## config.mk

```make
export PLATFORM = sky130hd
export DESIGN_NAME = axis2fifo_pack_flat
export DESIGN_NICKNAME = d
export VERILOG_FILES = /design/src/rtl/axis2fifo_pack_if.sv /design/src/rtl/axis2fifo_pack.sv /design/src/flat_wrapper.sv
export SDC_FILE = /design/constraint.sdc
export NUM_CORES = 1
export LEC_CHECK = 0
export BUFFER_PORTS_ARGS = -buffer_cell sky130_fd_sc_hd__buf_4
export CORE_ASPECT_RATIO = 0.6
export CORE_UTILIZATION = 64
export CTS_BUF_LIST = sky130_fd_sc_hd__clkbuf_4 sky130_fd_sc_hd__clkbuf_8
export DETAILED_ROUTE_END_ITERATION = 12
export PLACE_DENSITY = 0.89
export RECOVER_POWER = 50
export SYNTH_ARGS = -nofsm -noshare
export SYNTH_HDL_FRONTEND = slang
export SYNTH_SLANG_ARGS = --single-unit
export TNS_END_PERCENT = 50
```

## constraint.sdc

```tcl
create_clock -name clk_i -period 6.2 [get_ports clk_i]
set_input_delay 0.31 -clock clk_i [delete_from_list [all_inputs] [get_ports clk_i]]
set_output_delay 0.31 -clock clk_i [all_outputs]
set_load 0.01 [all_outputs]
```

## src/rtl/axis2fifo_pack_if.sv

```systemverilog
// Purpose: bundles the AXIS sink handshake and the FIFO write port of axis2fifo_pack.
// Latency: none (wires only).
// Backpressure: axis_tready from the sink, fifo_full from the FIFO side.
// Ports: master = stream source plus FIFO status (drives tdata/tvalid/tlast/fifo_full);
//        slave  = the packer (drives tready/fifo_wdata/fifo_write).
interface axis2fifo_pack_if #(
    parameter int AXIS_DATA_W = 8,
    parameter int FIFO_DATA_W = 32
);
    logic [AXIS_DATA_W-1:0] axis_tdata;
    logic                   axis_tvalid;
    logic                   axis_tready;
    logic                   axis_tlast;
    logic                   fifo_full;
    logic [FIFO_DATA_W-1:0] fifo_wdata;
    logic                   fifo_write;

    modport master (
        output axis_tdata, axis_tvalid, axis_tlast, fifo_full,
        input  axis_tready, fifo_wdata, fifo_write
    );

    modport slave (
        input  axis_tdata, axis_tvalid, axis_tlast, fifo_full,
        output axis_tready, fifo_wdata, fifo_write
    );
endinterface

```

## src/rtl/axis2fifo_pack.sv

```systemverilog
// Purpose: receives one AXIS frame, packs RATIO beats per FIFO word (lane 0 in LSBs), zero-pads the last word.
// Latency: FIFO write one cycle after the completing beat; done_o two cycles after the final word completes.
// Backpressure: tready drops the same cycle a pending word meets fifo_full; partial pack register is unaffected.
// Ports: clk_i/cke_i/arst_n_i/rst_i clocking and resets; en_i accept enable; max_len_i frame limit (0 = none);
//        len_o beats accepted, done_o/truncated_o sticky status; bus = AXIS sink + FIFO write port.
module axis2fifo_pack #(
    parameter int AXIS_DATA_W = 8,
    parameter int FIFO_DATA_W = 32,
    parameter int LEN_W       = 16
) (
    input  logic             clk_i,
    input  logic             cke_i,
    input  logic             arst_n_i,
    input  logic             rst_i,
    input  logic             en_i,
    input  logic [LEN_W-1:0] max_len_i,
    output logic [LEN_W-1:0] len_o,
    output logic             done_o,
    output logic             truncated_o,
    axis2fifo_pack_if.slave  bus
);
    localparam int RATIO = FIFO_DATA_W / AXIS_DATA_W;
    localparam int IDX_W = (RATIO > 1) ? $clog2(RATIO) : 1;

    typedef enum logic [1:0] {RUN, FLUSH, DONE} state_t;

    state_t                 state_q, state_d;
    logic [IDX_W-1:0]       idx_q;
    logic [FIFO_DATA_W-1:0] pack_q;
    logic [FIFO_DATA_W-1:0] out_q;
    logic                   pend_q;
    logic [LEN_W-1:0]       len_q;
    logic                   trunc_q;

    logic [FIFO_DATA_W-1:0] merged;
    logic                   accept;
    logic                   max_hit;
    logic                   word_done;
    logic                   eof;
    logic                   wr;

    assign bus.axis_tready = en_i & (state_q == RUN) & (~pend_q | ~bus.fifo_full);
    assign accept          = bus.axis_tvalid & bus.axis_tready & cke_i;

    // Widened by one bit so a saturated len_q never aliases onto a small max_len_i.
    assign max_hit   = (max_len_i != '0) &&
                       (({1'b0, len_q} + 1'b1) == {1'b0, max_len_i});
    assign word_done = accept & ((idx_q == IDX_W'(RATIO - 1)) | bus.axis_tlast | max_hit);
    assign eof       = accept & (bus.axis_tlast | max_hit);

    // The write strobe is qualified by cke_i: while the clock is disabled pend_q
    // cannot clear, so an unqualified strobe would write the same word twice.
    assign wr              = pend_q & ~bus.fifo_full & cke_i;
    assign bus.fifo_write  = wr;
    assign bus.fifo_wdata  = out_q;

    assign len_o       = len_q;
    assign done_o      = (state_q == DONE);
    assign truncated_o = trunc_q;

    // Current beat dropped into its lane; lanes above idx are still zero because
    // the pack register is cleared on every word completion.
    always_comb begin
        merged = pack_q;
        for (int l = 0; l < RATIO; l++) begin
            if (idx_q == IDX_W'(l)) begin
                merged[l*AXIS_DATA_W +: AXIS_DATA_W] = bus.axis_tdata;
            end
        end
    end

    always_comb begin
        state_d = state_q;
        case (state_q)
            RUN:     if (eof) state_d = FLUSH;
            FLUSH:   if (wr)  state_d = DONE;
            DONE:    state_d = DONE;
            default: state_d = RUN;
        endcase
    end

    // rst_i is honoured regardless of cke_i so a soft reset always lands.
    always_ff @(posedge clk_i or negedge arst_n_i) begin
        if (!arst_n_i) begin
            state_q <= RUN;
            idx_q   <= '0;
            pack_q  <= '0;
            out_q   <= '0;
            pend_q  <= 1'b0;
            len_q   <= '0;
            trunc_q <= 1'b0;
        end else if (rst_i) begin
            state_q <= RUN;
            idx_q   <= '0;
            pack_q  <= '0;
            out_q   <= '0;
            pend_q  <= 1'b0;
            len_q   <= '0;
            trunc_q <= 1'b0;
        end else if (cke_i) begin
            state_q <= state_d;
            if (word_done) begin
                // Reload wins over a same-cycle write so back-to-back words never bubble.
                out_q  <= merged;
                pend_q <= 1'b1;
                pack_q <= '0;
                idx_q  <= '0;
            end else begin
                if (wr) begin
                    pend_q <= 1'b0;
                end
                if (accept) begin
                    pack_q <= merged;
                    idx_q  <= idx_q + 1'b1;
                end
            end
            if (accept && (len_q != '1)) begin
                len_q <= len_q + 1'b1;
            end
            if (eof && max_hit && !bus.axis_tlast) begin
                trunc_q <= 1'b1;
            end
        end
    end
endmodule

```

## src/flat_wrapper.sv

```systemverilog
// flat-port wrapper written by rule: the top's interface ports become plain ports
module axis2fifo_pack_flat 
#(
    parameter int AXIS_DATA_W = 8,
    parameter int FIFO_DATA_W = 32,
    parameter int LEN_W       = 16
)
  (clk_i, cke_i, arst_n_i, rst_i, en_i, max_len_i, len_o, done_o, truncated_o, bus_axis_tdata, bus_axis_tvalid, bus_axis_tlast, bus_fifo_full, bus_axis_tready, bus_fifo_wdata, bus_fifo_write);
  axis2fifo_pack_if #(.AXIS_DATA_W(AXIS_DATA_W), .FIFO_DATA_W(FIFO_DATA_W)) bus_i ();
  input  logic clk_i;
  input  logic cke_i;
  input  logic arst_n_i;
  input  logic rst_i;
  input  logic en_i;
  input  logic [LEN_W-1:0] max_len_i;
  output logic [LEN_W-1:0] len_o;
  output logic done_o;
  output logic truncated_o;
  input wire logic [$bits(bus_i.axis_tdata)-1:0] bus_axis_tdata;
  input wire logic [$bits(bus_i.axis_tvalid)-1:0] bus_axis_tvalid;
  input wire logic [$bits(bus_i.axis_tlast)-1:0] bus_axis_tlast;
  input wire logic [$bits(bus_i.fifo_full)-1:0] bus_fifo_full;
  output wire logic [$bits(bus_i.axis_tready)-1:0] bus_axis_tready;
  output wire logic [$bits(bus_i.fifo_wdata)-1:0] bus_fifo_wdata;
  output wire logic [$bits(bus_i.fifo_write)-1:0] bus_fifo_write;
  assign bus_i.axis_tdata = bus_axis_tdata;
  assign bus_i.axis_tvalid = bus_axis_tvalid;
  assign bus_i.axis_tlast = bus_axis_tlast;
  assign bus_i.fifo_full = bus_fifo_full;
  assign bus_axis_tready = bus_i.axis_tready;
  assign bus_fifo_wdata = bus_i.fifo_wdata;
  assign bus_fifo_write = bus_i.fifo_write;
  axis2fifo_pack #(.AXIS_DATA_W(AXIS_DATA_W), .FIFO_DATA_W(FIFO_DATA_W), .LEN_W(LEN_W)) u_core (.clk_i(clk_i), .cke_i(cke_i), .arst_n_i(arst_n_i), .rst_i(rst_i), .en_i(en_i), .max_len_i(max_len_i), .len_o(len_o), .done_o(done_o), .truncated_o(truncated_o), .bus(bus_i));
endmodule
```

* After elaboration in Yosys (flattened, before gate mapping)
Index checks and enable logic that the tools add are counted.
Word-level totals: register bits 86, input port bits 32, output and inout bits 52
Cells by class: $add $sub $neg 3, equal/unequal tests 9, mux-type cells 30, bitwise logic cells 14, reduce and logical (&&, ||, !) cells 20
Operators by type and width (count):
- two-way mux 32 bit | 7
- two-way mux 16 bit | 3
- two-way mux 8 bit | 4
- adder 16 x 1 -> 17 bit, second input constant | 1
- equality test 17 x 16 -> 1 bit | 1
- adder 16 x 1 -> 16 bit, second input constant | 1
- two-way mux 2 bit | 8
- inequality test 16 bit, second input constant | 1
- nonzero test 16 bit | 1
- AND reduction 2 bit | 5
- bitwise AND 1 bit | 8
- nonzero test 2 bit | 4
- two-way mux 1 bit | 7
- equality test 2 bit, second input constant | 3
- case mux 2 bit (3 select lines) | 1
- nonzero test 3 bit | 2
- equality test 2 x 1 -> 1 bit, second input constant | 2
- logical AND 1 bit | 4
- zero test 2 bit | 2
- OR 1 bit | 4
- inequality test 3 x 2 -> 1 bit, second input constant | 1
- inequality test 3 bit, second input constant | 1
- AND reduction 3 bit | 1
- adder 2 x 1 -> 2 bit, second input constant | 1
- 2 further kinds | 3

* Logic depth before layout (Yosys ltp)
depth after elaboration 11, depth in mapped cells 11, mapped depth without buffers 9

* Worst setup path after synthesis
OpenSTA, ideal clock, no wires.
path type reg2reg, start register u_core.len_q[0], in the netlist u_core.len_o[0], end register u_core.out_q[23], in the netlist u_core.bus.fifo_wdata[23], data arrival time 2.384 ns, path slack 3.696 ns, stages on the path, launching flop included 11, period minus slack after synthesis 2.504 ns, cells stage by stage dfrtp_1 ha_1 nand4b_1 or3_1 a21o_1 a211oi_2 a41o_4 buf_6 buf_6 o211ai_1 o211a_1
Between the ends: cells in the longest elaborated chain, start to end 7
RTL lines:
- start: declaration | line axis2fifo_pack.sv:32 | logic [LEN_W-1:0] len_q;
- start signal: assignment | line axis2fifo_pack.sv:118 | len_q <= len_q + 1'b1;
- adder 16 x 1 -> 17 bit | line axis2fifo_pack.sv:47 | (({1'b0, len_q} + 1'b1) == {1'b0, max_len_i});
- equality test 17 x 16 -> 1 bit | line axis2fifo_pack.sv:47
- logical AND 1 bit | line axis2fifo_pack.sv:46 | assign max_hit = (max_len_i != '0) &&
- OR 1 bit | line axis2fifo_pack.sv:48 | assign word_done = accept & ((idx_q == IDX_W'(RATIO - 1)) | bus.axis_tlast | max_hit);
- bitwise AND 1 bit | line axis2fifo_pack.sv:48
- nonzero test 2 bit (no source line)
- AND reduction 2 bit (no source line)
- end signal: assignment | line axis2fifo_pack.sv:104 | out_q <= merged;
- end: declaration | line axis2fifo_pack.sv:30 | logic [FIFO_DATA_W-1:0] out_q;
No other way between the ends. A chain may end at the register's enable or synchronous reset.

* Worst setup path after layout
start register u_core.len_q[3], in the netlist u_core.len_o[3], end register u_core.out_q[4], in the netlist u_core.bus.fifo_wdata[4]
Same word-level chain as after synthesis.

==> out/qor.txt <==
Post-Syn Area per Cell: 9.48 sq um
Wirelength per Cell: 19.1 microns
Pre-antenna DRT Iters: 5
Max Cap Viol: 0
Crit path launch: u_core.len_o[3]
Final total power: 0.00111 W
Area growth syn-to-layout: 10.6%
Leakage: 2.69 nW
Post-synth cell types: 54
Die Span Y: 71.9 microns
Post-synth EDFFs: 0
Synth Cell Area: 5200 sq um
Initial Util: 66.0%
Slew @ Worst Pin: 1060 ps
Largest net degree at the start of global routing: 86
Vias: 4658
Post_cts resized: 0
Slew Limit Fails: 0
Final min period: 3270 ps
Vias in the first global route: 4536
Synthesized net count: 589
Fin area: 5750 sq um
Setup ws final: 2930 ps
Largest stage delay, worst path: 780 ps
FF-to-FF path depth: 7
Async SR Flop Fraction: 100%
Post-placement setup slack: 3010 ps
Total track usage: 33.8%
Vias/cell: 6.54
Final nets: 639
Most used cell, CP: o211a_1
Normalized max-slew margin: 29.5%
Worst Hold Class: in -> async
Worst flop-to-flop path endpoint: u_core.bus.fifo_wdata[4]
Hold Fails Final Rpt: 0
Die ar.: 8510 sq um
Sequential share of the synthesized area: 41.3%
Final period util: 52.7%
Startpoint Class: flip-flop
Total grt overflow: 0
# IOs: 84
Die outline width: 118 microns
Initial antenna violation count: 0
Max clock buf depth: 2
FF-to-FF Start: u_core.len_o[3]
Gate count after technology mapping: 549
DRC Markers: 0
Finished Core Util: 73.0%
Clock Tree Root: clkbuf_8
Max Freq: 306 MHz
Buffers added on ports: 83
Clk_lat worst skew: 370 ps
HPWL after DPL: 8.95 mm
Share of layout cells above drive strength 1: 11.4%
Worst EP arrival: 3570 ps
RD Place Congestion: 0.922
Crit path cell chain: nand4_1 -> or4_1 -> o211a_1 -> nor3_2 -> a41oi_2 -> a21oi_4 -> o211a_1
TritonCTS clock tree: built
Pwr Density: 192 nW/um^2
Crit Path Max Fanout: 33
Post-DRT Antenna Nets: 0
Post-Route Setup TNS: 0 ps
# rows: 25
Ys flop type: dfrtp_1
H-tree levels: 3
Most common cell after layout, fill and taps aside: dfrtp_1
Setup-failing EPs final: 0
Setup crit end: u_core.bus.fifo_wdata[4]
VDD IR max: 0.164 mV
Inserted Diodes: 0
Most frequent cells in the layout: 86 x dfrtp_1, 79 x a21oi_1, 50 x clkbuf_1
Critical path class: reg -> reg
Seq cells post-synth: 86
Synth warnings: 0
DP Area: 5730 sq um
Unrepaired setup endpoints after global routing: no
Core Footprint: 7880 sq um
Initial DRC count: 551
Total wire length: 13.6 mm
Crit path required time: 6500 ps
Worst-path clk slew: 90 ps
Worst reg2reg setup slack: 2930 ps
Num Clock Sinks: 86
First-pass GRT wire length: 22.3 mm
Status: completed
Crit end category: flip-flop
Inserted Clock Buffers: 9
CP max stage cell: a21oi_4
Final clock skew: 11.8 ps
cell type report:
| class | instances | area, sq um |
|---|---|---|
| fillers | 615 | 2130 |
| flip-flops and latches | 86 | 2150 |
| clock buffers | 11 | 145 |
| clock inverters | 5 | 58.8 |
| inverters | 12 | 45.0 |
| multi-input cells | 401 | 2740 |
| repair buffers | 89 | 483 |
| well taps | 108 | 135 |
cells in the mapped netlist (2+ instances only):
cell	instances	area, sq um
o21ai_0	2	10.0
nor2b_1	24	150
a211oi_1	2	15.0
nor3_1	7	35.0
or4_1	2	15.0
nand3_1	8	40.0
nand4_1	10	62.6
a21oi_1	79	395
clkbuf_1	29	109
buf_1	3	11.3
mux2i_1	12	120
dfrtp_1	86	2150
and2_1	5	31.3
or3_1	25	156
nor4_1	6	37.5
buf_2	2	10.0
xor2_1	15	131
buf_6	10	113
o211a_1	34	340
nand2_1	47	176
and3_1	12	75.1
xnor2_1	16	140
buf_4	6	45.0
nand4_2	2	25.0
inv_1	12	45.0
o31a_1	2	17.5
nor2_1	20	75.1
o311a_1	2	20.0
o211ai_1	33	248
ha_1	8	100
o21a_1	3	22.5
and4_1	2	17.5
nor3b_1	2	15.0
what timing repair did:
item | 4_1_cts | 5_1_grt
setup endpoints to repair | 0 | 0
setup buffers | 0 | 0
endpoints found under the hold margin | 1 | 0
hold buffers | 1 | 0
kinds of logic (layout without fill, tap and decap cells):
logic type,after synthesis,in the layout,synth area share [%]
AOI/OAI and AO/OA,172,172,24.0
buffers and inverters,62,117,6.39
muxes,12,12,2.31
xor gates and xnor gates,32,32,5.53
adders and majority gates,8,8,1.92
and+or+nand+nor,177,177,18.5
DFF,86,86,41.3
how the worst min path moves through the flow:
stage	startpoint	end	slack [ps]	cells after the start
2_1_floorplan	arst_n_i	u_core.bus.fifo_wdata[0]	10	0
3_3_place_gp	arst_n_i	u_core.state_q[1]	90	1
3_5_place_dp	arst_n_i	u_core.state_q[1]	90	1
4_1_cts	arst_n_i	u_core.state_q[1]	240	2
5_1_grt	arst_n_i	u_core.state_q[1]	260	2
6_report	arst_n_i	u_core.state_q[1]	270	2
flip-flops by register name, indices dropped and copies added, names as in the netlist:
| signal | count |
|---|---|
| u_core.state_q | 2 |
| u_core.truncated_o | 1 |
| u_core.pend_q | 1 |
| u_core.pack_q | 32 |
| u_core.bus.fifo_wdata | 32 |
| u_core.len_o | 16 |
| u_core.idx_q | 2 |
critical path: cells and delay by family (launching register included):
family	cells	cell delay [ps]
AO/OA/AOI/OAI	4	1400
flip-flops	1	510
AND/OR/NAND/NOR	3	1270
power by group:
part	switching, W	internal (W)	total (W)
combinational	0.0000791	0.0000424	0.000121
sequential	0.00000655	0.000570	0.000576
clock	0.000207	0.000202	0.000409
total	0.000293	0.000814	0.00111
per-layer routing:
metal	wire length, microns	track usage (%)	part of all wire, %
met5	0	0	0
met4	221	11.5	1.6
met3	1620	10.2	12
met2	6060	50.7	44
met1	5730	47.2	42
per-stage QoR:
stage | cells | hold slack [ps]
after floorplan | 549 | 14.4
after global placement | 695 | 91.6
after detailed placement | 695 | 92.2
after CTS | 712 | 242
after global routing | 712 | 257
final | 712 | 272
No activity file was read; power rests on OpenSTA's default activity.
